## src/rtl/wcu_pkg.sv

```systemverilog
// Shared state codes for the weapons control unit family.
package wcu_pkg;

  localparam int unsigned WCU_STATE_W = 3;

  typedef enum logic [WCU_STATE_W-1:0] {
    WCU_IDLE     = 3'd0,
    WCU_LOCKING  = 3'd1,
    WCU_ARMED    = 3'd2,
    WCU_FIRING   = 3'd3,
    WCU_COOLDOWN = 3'd4,
    WCU_EMPTY    = 3'd5
  } wcu_state_e;

endpackage

```

## src/rtl/wcu_rr_arbiter.sv

```systemverilog
// Combinational round-robin picker: first eligible station at or above ptr, wrapping.
module wcu_rr_arbiter
  import wcu_pkg::*;
#(
  parameter int unsigned N = 4,
  localparam int unsigned PW = (N > 1) ? $clog2(N) : 1
) (
  input  logic [N-1:0]  eligible,
  input  logic [PW-1:0] ptr,
  output logic [N-1:0]  grant,
  output logic [PW-1:0] grant_idx,
  output logic          any_valid
);

  int unsigned     idx;
  logic [PW-1:0]   idx_p;

  // Scan N positions starting at ptr; the first eligible one wins.
  always_comb begin
    grant     = '0;
    grant_idx = '0;
    any_valid = 1'b0;
    idx       = 0;
    idx_p     = '0;
    for (int unsigned i = 0; i < N; i++) begin
      idx = 32'(ptr) + i;
      if (idx >= N) idx = idx - N;
      idx_p = PW'(idx);
      if (!any_valid && eligible[idx_p]) begin
        any_valid        = 1'b1;
        grant[idx_p]     = 1'b1;
        grant_idx        = idx_p;
      end
    end
  end

endmodule

```

## src/rtl/multi_station_weapons_controller.sv

```systemverilog
// Multi-station weapons controller: lock qualification, round-robin salvos with cooldown, reload.
module multi_station_weapons_controller
  import wcu_pkg::*;
#(
  parameter int unsigned NUM_STATIONS         = 4,
  parameter int unsigned MISSILES_PER_STATION = 4,
  parameter int unsigned LOCK_CYCLES          = 2,
  parameter int unsigned COOLDOWN_CYCLES      = 3,
  localparam int unsigned CNT_W = $clog2(NUM_STATIONS * MISSILES_PER_STATION + 1)
) (
  input  logic                    clk,
  input  logic                    rst,
  input  logic                    target_locked,
  input  logic                    fire_command,
  input  logic [CNT_W-1:0]        salvo_size,
  input  logic [NUM_STATIONS-1:0] station_enable,
  input  logic                    reload,
  output logic [NUM_STATIONS-1:0] launch_missile,
  output logic [CNT_W-1:0]        remaining_missiles,
  output logic [NUM_STATIONS-1:0] station_empty,
  output logic [WCU_STATE_W-1:0]  WCU_state
);

  localparam int unsigned SW = $clog2(MISSILES_PER_STATION + 1);
  localparam int unsigned PW = (NUM_STATIONS > 1) ? $clog2(NUM_STATIONS) : 1;
  localparam int unsigned LW = $clog2(LOCK_CYCLES + 1);
  localparam int unsigned CW = $clog2(COOLDOWN_CYCLES + 1);
  localparam logic [SW-1:0]    FULL      = SW'(MISSILES_PER_STATION);
  localparam logic [CNT_W-1:0] TOTAL     = CNT_W'(NUM_STATIONS * MISSILES_PER_STATION);

  wcu_state_e                         state;
  logic [NUM_STATIONS-1:0][SW-1:0]    store;
  logic [NUM_STATIONS-1:0][SW-1:0]    store_nxt;
  logic [CNT_W-1:0]                   sum_nxt;
  logic [NUM_STATIONS-1:0]            empty_nxt;
  logic [NUM_STATIONS-1:0]            eligible;
  logic [NUM_STATIONS-1:0]            grant;
  logic [PW-1:0]                      grant_idx;
  logic                               any_valid;
  logic [PW-1:0]                      rr_ptr;
  logic [PW-1:0]                      sel_idx;
  logic [CNT_W-1:0]                   salvo_left;
  logic [LW-1:0]                      lock_cnt;
  logic [CW-1:0]                      cd_cnt;
  logic                               fire_prev;
  logic                               fire_rise;

  assign fire_rise = fire_command & ~fire_prev;
  assign WCU_state = state;

  // A station is a launch candidate only when armed by the pilot and still holding missiles.
  always_comb begin
    eligible = '0;
    for (int unsigned k = 0; k < NUM_STATIONS; k++) begin
      eligible[k] = station_enable[k] & (store[k] != '0);
    end
  end

  wcu_rr_arbiter #(.N(NUM_STATIONS)) u_arb (
    .eligible  (eligible),
    .ptr       (rr_ptr),
    .grant     (grant),
    .grant_idx (grant_idx),
    .any_valid (any_valid)
  );

  // Next store contents: reload refills unless a launch is in progress, launch decrements.
  always_comb begin
    store_nxt = store;
    if (reload && state != WCU_FIRING) store_nxt = {NUM_STATIONS{FULL}};
    if (state == WCU_FIRING && store[sel_idx] != '0) store_nxt[sel_idx] = store[sel_idx] - SW'(1);
    sum_nxt   = '0;
    empty_nxt = '0;
    for (int unsigned k = 0; k < NUM_STATIONS; k++) begin
      sum_nxt      = sum_nxt + CNT_W'(store_nxt[k]);
      empty_nxt[k] = (store_nxt[k] == '0);
    end
  end

  // Controller FSM with registered stores, totals and launch pulse.
  always_ff @(posedge clk) begin
    if (rst) begin
      state              <= WCU_IDLE;
      store              <= {NUM_STATIONS{FULL}};
      remaining_missiles <= TOTAL;
      station_empty      <= '0;
      launch_missile     <= '0;
      rr_ptr             <= '0;
      sel_idx            <= '0;
      salvo_left         <= '0;
      lock_cnt           <= '0;
      cd_cnt             <= '0;
      fire_prev          <= 1'b0;
    end else begin
      fire_prev          <= fire_command;
      store              <= store_nxt;
      remaining_missiles <= sum_nxt;
      station_empty      <= empty_nxt;
      launch_missile     <= '0;
      case (state)
        WCU_IDLE: begin
          if (remaining_missiles == '0) begin
            state <= WCU_EMPTY;
          end else if (target_locked) begin
            lock_cnt <= LW'(1);
            state    <= (LOCK_CYCLES == 1) ? WCU_ARMED : WCU_LOCKING;
          end
        end
        WCU_LOCKING: begin
          if (!target_locked) begin
            lock_cnt <= '0;
            state    <= WCU_IDLE;
          end else begin
            lock_cnt <= lock_cnt + LW'(1);
            if (lock_cnt == LW'(LOCK_CYCLES - 1)) state <= WCU_ARMED;
          end
        end
        WCU_ARMED: begin
          if (!target_locked) begin
            state <= WCU_IDLE;
          end else if (fire_rise && any_valid) begin
            salvo_left     <= (salvo_size == '0) ? CNT_W'(1) : salvo_size;
            sel_idx        <= grant_idx;
            launch_missile <= grant;
            state          <= WCU_FIRING;
          end
        end
        WCU_FIRING: begin
          rr_ptr     <= (sel_idx == PW'(NUM_STATIONS - 1)) ? '0 : sel_idx + PW'(1);
          salvo_left <= salvo_left - CNT_W'(1);
          cd_cnt     <= '0;
          state      <= WCU_COOLDOWN;
        end
        WCU_COOLDOWN: begin
          if (cd_cnt != CW'(COOLDOWN_CYCLES - 1)) begin
            cd_cnt <= cd_cnt + CW'(1);
          end else if (remaining_missiles == '0) begin
            state <= WCU_EMPTY;
          end else if (!target_locked) begin
            salvo_left <= '0;
            state      <= WCU_IDLE;
          end else if (salvo_left != '0 && any_valid) begin
            sel_idx        <= grant_idx;
            launch_missile <= grant;
            state          <= WCU_FIRING;
          end else begin
            state <= WCU_ARMED;
          end
        end
        WCU_EMPTY: begin
          if (reload) state <= WCU_IDLE;
        end
        default: state <= WCU_IDLE;
      endcase
    end
  end

endmodule
```

## config.mk

```make
export PLATFORM = sky130hd
export DESIGN_NAME = multi_station_weapons_controller
export DESIGN_NICKNAME = d
export VERILOG_FILES = /design/src/rtl/wcu_pkg.sv /design/src/rtl/wcu_rr_arbiter.sv /design/src/rtl/multi_station_weapons_controller.sv
export SDC_FILE = /design/constraint.sdc
export NUM_CORES = 1
export LEC_CHECK = 0
export ABC_AREA = 1
export BUFFER_PORTS_ARGS = -buffer_cell sky130_fd_sc_hd__buf_4
export CORE_MARGIN = 1
export CORE_UTILIZATION = 60
export CTS_CLUSTER_DIAMETER = 100
export CTS_CLUSTER_SIZE = 25
export DETAILED_ROUTE_END_ITERATION = 16
export PLACE_DENSITY = 0.91
export SLEW_MARGIN = 20
export SYNTH_ARGS = -nofsm -noshare
export SYNTH_HDL_FRONTEND = slang
export SYNTH_SLANG_ARGS = --single-unit
export TNS_END_PERCENT = 20
```

## constraint.sdc

```tcl
create_clock -name clk -period 8.3 [get_ports clk]
set_clock_uncertainty 0.2 [all_clocks]
set_input_delay 1.245 -clock clk [delete_from_list [all_inputs] [get_ports clk]]
set_output_delay 1.245 -clock clk [all_outputs]
set_load 0.02 [all_outputs]
```

==> results of run 1 <==
[critical path, delay by kind of cell (launching register included)]
family | cells | cell delay [ps]
XOR/XNOR | 1 | 170
AO/OA/AOI/OAI | 2 | 420
adder cells (fa/ha/maj) | 6 | 2120
buffers and inverters | 3 | 320
AND/OR/NAND/NOR | 5 | 490
flip-flops | 1 | 440
[final timing paths]
kind                            startpoint               endpoint  slack [ps]
worst max-delay path            sel_idx[0]  remaining_missiles[3]        4040
worst max register to register  sel_idx[0]  remaining_missiles[3]        4040
worst min register to register   cd_cnt[0]              cd_cnt[0]         300
worst min-delay path             cd_cnt[0]              cd_cnt[0]         300
[layout by cell type, fill, tap and decap left out, types with 2 or more instances in the layout]
cell type,instances
sky130_fd_sc_hd__nand2_1,68
sky130_fd_sc_hd__inv_1,55
sky130_fd_sc_hd__nor2_1,50
sky130_fd_sc_hd__nand3_1,43
sky130_fd_sc_hd__dfxtp_1,42
sky130_fd_sc_hd__buf_4,29
sky130_fd_sc_hd__ha_1,21
sky130_fd_sc_hd__a21oi_1,17
sky130_fd_sc_hd__nand2_2,12
sky130_fd_sc_hd__o21ai_0,12
sky130_fd_sc_hd__inv_2,11
sky130_fd_sc_hd__o21ai_1,9
sky130_fd_sc_hd__nand4_1,8
sky130_fd_sc_hd__nor3_1,6
sky130_fd_sc_hd__fa_1,6
sky130_fd_sc_hd__nand3_2,5
sky130_fd_sc_hd__clkbuf_8,5
sky130_fd_sc_hd__nor3_2,4
sky130_fd_sc_hd__a32o_1,3
sky130_fd_sc_hd__nor2_8,3
sky130_fd_sc_hd__nor2_4,2
sky130_fd_sc_hd__nor2_2,2
sky130_fd_sc_hd__nand2_4,2
[area by class of cell]
class                   count  area share [%]
repair buffers             29            6.66
multi-input cells         289            54.3
flip-flops and latches     42            25.7
clock buffers               5            2.11
inverters                  67            7.70
well taps                  52            1.99
clock inverters             3            1.49
[synthesized netlist by cell type (2+ instances only)]
master,count,share of area (%)
sky130_fd_sc_hd__nor3_2,4,1.4
sky130_fd_sc_hd__a21oi_1,17,2.9
sky130_fd_sc_hd__nand3_1,43,7.4
sky130_fd_sc_hd__ha_1,21,9.1
sky130_fd_sc_hd__nand2_4,2,0.78
sky130_fd_sc_hd__o21ai_1,9,1.6
sky130_fd_sc_hd__dfxtp_1,42,29
sky130_fd_sc_hd__fa_1,6,4.2
sky130_fd_sc_hd__clkbuf_1,3,0.39
sky130_fd_sc_hd__nand2_1,68,8.8
sky130_fd_sc_hd__nor2_4,2,0.78
sky130_fd_sc_hd__nand4_1,8,1.7
sky130_fd_sc_hd__nor3_1,6,1.0
sky130_fd_sc_hd__nor2_8,3,2.1
sky130_fd_sc_hd__nand3_2,5,1.7
sky130_fd_sc_hd__nor2_1,50,6.5
sky130_fd_sc_hd__o21ai_0,12,2.1
sky130_fd_sc_hd__nand2_2,12,2.6
sky130_fd_sc_hd__nor2_2,2,0.43
sky130_fd_sc_hd__a32o_1,3,1.0
sky130_fd_sc_hd__inv_2,11,1.4
sky130_fd_sc_hd__inv_1,55,7.1
[per-layer routing]
layer  vias to the layer above  track usage, %  part of all wire, %
li1                       1368               -                    -
met1                      1260            34.3                   42
met2                        88            50.3                   50
met3                        14            5.63                  5.6
met4                         0            10.4                  1.9
met5                         -               0                    0
[kinds of logic (layout without fill, tap and decap cells)]
family                     Yosys count  in the layout
xor gates and xnor gates             2              2
and+or+nand+nor                    210            210
buffers and inverters               72            104
adders and majority gates           27             27
AOI/OAI and AO/OA                   50             50
DFF                                 42             42
[power breakdown]
part           total, mW  internal, mW  leakage (nW)  switching, mW
clock              0.169        0.0916        0.0563         0.0777
combinational      0.336         0.123          1.18          0.213
sequential         0.257         0.231         0.340         0.0262
[state kept, by name (all words and copies together) (netlist names)]
signal and cells:
station_empty 4, cd_cnt 2, rr_ptr 2, lock_cnt 2, launch_missile 4, fire_prev 1
remaining_missiles 5, sel_idx 2, store 12, salvo_left 5, WCU_state 3
==> impl_metrics.py, run 1 <==
metrics = {
    "outcome": {
        "outcome": "finished with violations",
        "violations": "design-rule violations",
    },
    "drt": {
        "ant_nets": 0,
        "avgRoutedWirePerCell_um": 13.7,
        "first_pass_iters": 11,
        "drt_wl_total_um": 6670,
        "routed_via_density": 5.61,
        "detailroute.via_count": 2730,
        "drc_violation_count_after_routing": 1,
        "drt_iter0_markers": 166,
    },
    "layout": {
        "final_cells": 487,
        "finish.utilization_pct": 72.6,
        "final_cell_area_sq_um": 3270,
        "layout.nets": 475,
        "seq_area_sq_um": 841,
        "drive_gt1_share_pct": 19.1,
        "syn_to_final_growth_pct": 13.1,
        "area_used_by_multi_input_combinational_logic_sq_um": 1780,
        "antenna_fix_cells": 0,
        "fill_cells": 355,
    },
    "logic_synthesis": {
        "synth_ff_type": "sky130_fd_sc_hd__dfxtp_1",
        "ys_seq_area_share_pct": 29.1,
        "yosysUniqueCellTypes": 41,
        "yosys_register_bits": 42,
        "count_of_synthesis_stage_warnings_from_yosys": 0,
        "post_synth_design_cell_area_sq_um": 2890,
        "yosys-mux-area-fraction_pct": 0,
        "synth_compound_area_share_pct": 10.3,
        "synthXorXnorAreaFrac_pct": 0.606,
        "synth_cells": 403,
        "synth_top_family_by_area": "simple AND/OR/NAND/NOR gates",
        "synth_edf_count": 0,
        "synth_net_count": 444,
        "asyncSetResetFlopFracSynth_pct": 0,
        "synthAdderAreaFrac_pct": 13.2,
        "yosys.area_share.simple_pct": 37.3,
        "synthesis.area_per_instance_sq_um": 7.17,
    },
    "die": {
        "die_w_um": 71.4,
        "core_area_sq_um": 4500,
        "die_h_um": 71.4,
        "design.portCount": 30,
        "die-area_sq_um": 5100,
        "start_util_pct": 64.2,
        "rows": 24,
    },
    "placed_design": {
        "port_buffers": 29,
        "place.gp.congestion": 0.926,
        "post_dp_cell_area_sq_um": 3150,
        "detailedPlacementHpwl_um": 5000,
        "pre_cts_ws_ps": 4090,
        "placed_cells_incl_taps": 479,
    },
    "worst_setup_path": {
        "cp_cell_sequence": "inv_1 -> nand2_1 -> a32o_1 -> ha_1 -> ha_1 -> nor2_8 -> nand2_2 -> nand3_1 -> o21ai_1 -> fa_1 -> inv_1 -> fa_1 -> inv_1 -> ha_1 -> fa_1 -> xnor2_1 -> nor2_1",
        "critPathMaxFanout": 13,
        "critical-path-max-stage-delay_ps": 540,
        "worst_setup_path_end_kind": "flop",
        "worst-r2r-cell-count": 17,
        "worst_ep_required_time_ps": 8300,
        "cpMaxStageDelayCell": "sky130_fd_sc_hd__fa_1",
        "worst_ep_arrival_time_ps": 4260,
        "worst_path_class_setup": "reg -> reg",
        "crit_path_start_kind": "flop",
    },
    "clock_network": {
        "cts-root-buf": "sky130_fd_sc_hd__clkbuf_8",
        "clock_latency_ps": 310,
        "cts-hold-fix-buffers": 0,
        "clock_sink_count": 42,
        "cts_made_buffers": 5,
        "cts_htree_levels": 2,
        "cts_tree": "done",
        "postCtsSetupBuffers": 0,
        "clk_path_buf_depth": 2,
        "cts.clk_slew.worst_paths_ps": 90,
        "quantity_of_gates_resized_following_cts": 0,
    },
    "hold_path": {
        "worst_hold_path_type": "reg -> reg",
        "worstHoldPathCells": 1,
    },
    "power_and_ir_drop": {
        "cellPowerDensity_nw_per_um2": 233,
        "power.ir.vdd_worst_mv": 0.205,
        "total_power_uw": 762,
        "cellLeakagePower_nw": 1.58,
    },
    "timing": {
        "worst_slew_margin_rel_pct": 63.1,
        "layout_min_cycle_time_ps": 4260,
        "fin_crit_sh_pct": 51.3,
        "transition_time_of_the_tightest_slew_check_pin_ps": 550,
        "clock.fmax_mhz": 235,
        "timing_max_transition_violations_final": 0,
        "hold_ws_ps": 297,
        "grt_setup_unrepaired": "no",
        "finalSetupViolations": 0,
        "setup_total_negative_slack_ps": 0,
        "fin_ws_ps": 4040,
        "report.final.hold_viol_count": 0,
    },
    "grt": {
        "grt_antenna_before_repair": 0,
        "gr-usage-all-layers_pct": 28.5,
        "grt-ovfl-total": 0,
        "first_global_vias": 2680,
        "grt_first_pass_wirelength_um": 11500,
        "grt_max_degree": 19,
    },
    "run": {
        "drv_cap": 0,
    },
}
Power figures use the tool's default switching activity.
==> run 2: changes to the inputs <==
- CORE_UTILIZATION: 60 -> 54
- PLACE_DENSITY: 0.91 -> 0.87
- clock period: 8.3 -> 3.8 ns (I/O delays scaled with it)
==> impl_metrics.py, run 2 (same netlist as run 1, synthesis figures left out) <==
metrics = {
    "die": {
        "core_area_sq_um": 5140,
        "rows": 26,
        "die-area_sq_um": 5650,
        "die_h_um": 75.2,
        "start_util_pct": 56.2,
        "die_w_um": 75.2,
        "design.portCount": 30,
    },
    "timing": {
        "layout_min_cycle_time_ps": 3790,
        "grt_setup_unrepaired": "yes",
        "fin_ws_ps": 12.1,
        "timing_max_transition_violations_final": 0,
        "clock.fmax_mhz": 264,
        "report.final.hold_viol_count": 0,
        "transition_time_of_the_tightest_slew_check_pin_ps": 565,
        "fin_crit_sh_pct": 99.7,
        "hold_ws_ps": 263,
        "worst_slew_margin_rel_pct": 62.1,
        "finalSetupViolations": 0,
    },
    "worst_setup_path": {
        "reg2reg_to": "remaining_missiles[2]",
        "worst_setup_path_end_kind": "flop",
        "worst-r2r-cell-count": 17,
        "critPathMaxFanout": 6,
        "path_depth": 17,
        "cpMaxStageDelayCell": "sky130_fd_sc_hd__fa_1",
        "worst_ep_required_time_ps": 3780,
        "worst_path_class_setup": "reg -> reg",
        "worst_setup_path_endpoint": "remaining_missiles[2]",
        "critical-path-max-stage-delay_ps": 440,
        "crit_path_start_kind": "flop",
        "worst_ep_arrival_time_ps": 3770,
        "cp_num_buf_inv": 5,
        "cp-startpoint": "sel_idx[0]",
        "path_delay_family": "adder cells",
        "startpoint_of_the_most_critical_register_to_register_path": "sel_idx[0]",
        "worst-r2r-setup-slack_ps": 10,
        "cp_cell_sequence": "buf_6 -> nand2_1 -> a32o_2 -> ha_4 -> ha_4 -> nor2_8 -> nand2_4 -> buf_4 -> o21ai_2 -> fa_1 -> inv_1 -> fa_1 -> inv_1 -> ha_2 -> fa_1 -> inv_1 -> nor2_1",
    },
    "clock_network": {
        "cts-hold-fix-buffers": 0,
        "cts-root-buf": "sky130_fd_sc_hd__clkbuf_8",
        "cts_htree_levels": 2,
        "cts_made_buffers": 5,
        "cts.clk_slew.worst_paths_ps": 80,
        "clk_path_buf_depth": 2,
        "clock_sink_count": 42,
        "clock_latency_ps": 300,
        "cts_tree": "done",
    },
    "layout": {
        "area_used_by_multi_input_combinational_logic_sq_um": 1870,
        "top_regs": "store: 12 flops, remaining_missiles: 5 flops, salvo_left: 5 flops",
        "seq_area_sq_um": 845,
        "fill_cells": 418,
        "antenna_fix_cells": 0,
        "syn_to_final_growth_pct": 23.6,
        "layout.cells.most_common": "sky130_fd_sc_hd__nand2_1",
        "max_flop_register": "store",
        "layout.nets": 499,
        "largest_register_ff_count": 12,
        "mostFrequentLayoutCells": "67 x sky130_fd_sc_hd__nand2_1, 52 x sky130_fd_sc_hd__buf_4, 50 x sky130_fd_sc_hd__inv_1, 50 x sky130_fd_sc_hd__nor2_1, 41 x sky130_fd_sc_hd__dfxtp_1",
        "drive_gt1_share_pct": 28.2,
    },
    "drt": {
        "avgRoutedWirePerCell_um": 13.8,
        "drt_wl_total_um": 7300,
        "detailroute.via_count": 2886,
        "drc_violation_count_after_routing": 0,
        "routed_via_density": 5.47,
        "drt_iter0_markers": 150,
        "ant_nets": 0,
        "first_pass_iters": 5,
    },
    "hold_path": {
        "worst_hold_path_type": "reg -> reg",
        "worstHoldPathCells": 1,
    },
    "power_and_ir_drop": {
        "cellPowerDensity_nw_per_um2": 475,
        "cellLeakagePower_nw": 1.74,
        "power.ir.vdd_worst_mv": 0.277,
    },
    "grt": {
        "grt_max_degree": 19,
        "grt-ovfl-total": 0,
        "grt_util_met2_pct": 50.2,
        "first_global_vias": 2639,
        "grt_antenna_before_repair": 0,
        "gr-usage-met3_pct": 5.49,
        "grt_first_pass_wirelength_um": 11700,
        "globalRoute.busiestLayer": "met2",
        "met1_capacity_usage_during_global_routing_pct": 32.6,
        "gr-usage-all-layers_pct": 27.6,
    },
    "run": {
        "drv_cap": 0,
    },
    "outcome": {
        "outcome": "finished clean",
    },
    "placed_design": {
        "detailedPlacementHpwl_um": 5070,
        "port_buffers": 29,
        "place.gp.congestion": 0.894,
        "pre_cts_ws_ps": -50.4,
    },
}
run 2: how the worst min path moves through the flow:
stage | slack (ps) | startpoint | endpoint
finish | 260 | cd_cnt[0] | cd_cnt[0]
detailed placement | 250 | cd_cnt[0] | cd_cnt[0]
global route | 290 | cd_cnt[0] | cd_cnt[0]
CTS | 260 | cd_cnt[0] | cd_cnt[0]
floorplan | 220 | cd_cnt[0] | cd_cnt[0]
global placement | 230 | cd_cnt[0] | cd_cnt[0]
run 2: stage by stage:
step	cells	cell area, sq um	total power [mW]	util, %	TNS [ps]
after floorplan	403	2900	1.13	-	0
after global placement	510	3270	1.27	63.7	0
after detailed placement	510	3270	1.29	63.7	-90.7
after CTS	527	3540	1.68	69.0	0
after global routing	528	3570	1.81	69.5	-253
final	528	3570	1.70	69.5	0
run 2: what timing repair did:
item | 4_1_cts | 5_1_grt
gates resized for setup | 24 | 8
buffers inserted | 10 | 1
pin swaps | 7 | 7
endpoints found under the setup margin | 2 | 3
run 2: power by group:
part           switching [mW]  leakage [nW]  internal [mW]
sequential             0.0545         0.341          0.504
combinational           0.485          1.34          0.292
clock                   0.151        0.0573          0.210
total                   0.691          1.74           1.01
run 2: final cells by class:
class,count,share of cell area (%)
flip-flops and latches,42,23.6
well taps,70,2.45
inverters,67,7.04
clock inverters,1,0.841
repair buffers,53,11.2
multi-input cells,289,52.5
clock buffers,6,2.31
run 2: layer usage:
metal	wire length, um	share of wire (%)	up-vias
li1	-	-	1415
met1	3060	42	1347
met2	3690	51	106
met3	373	5.1	18
met4	173	2.4	0
met5	0	0	-
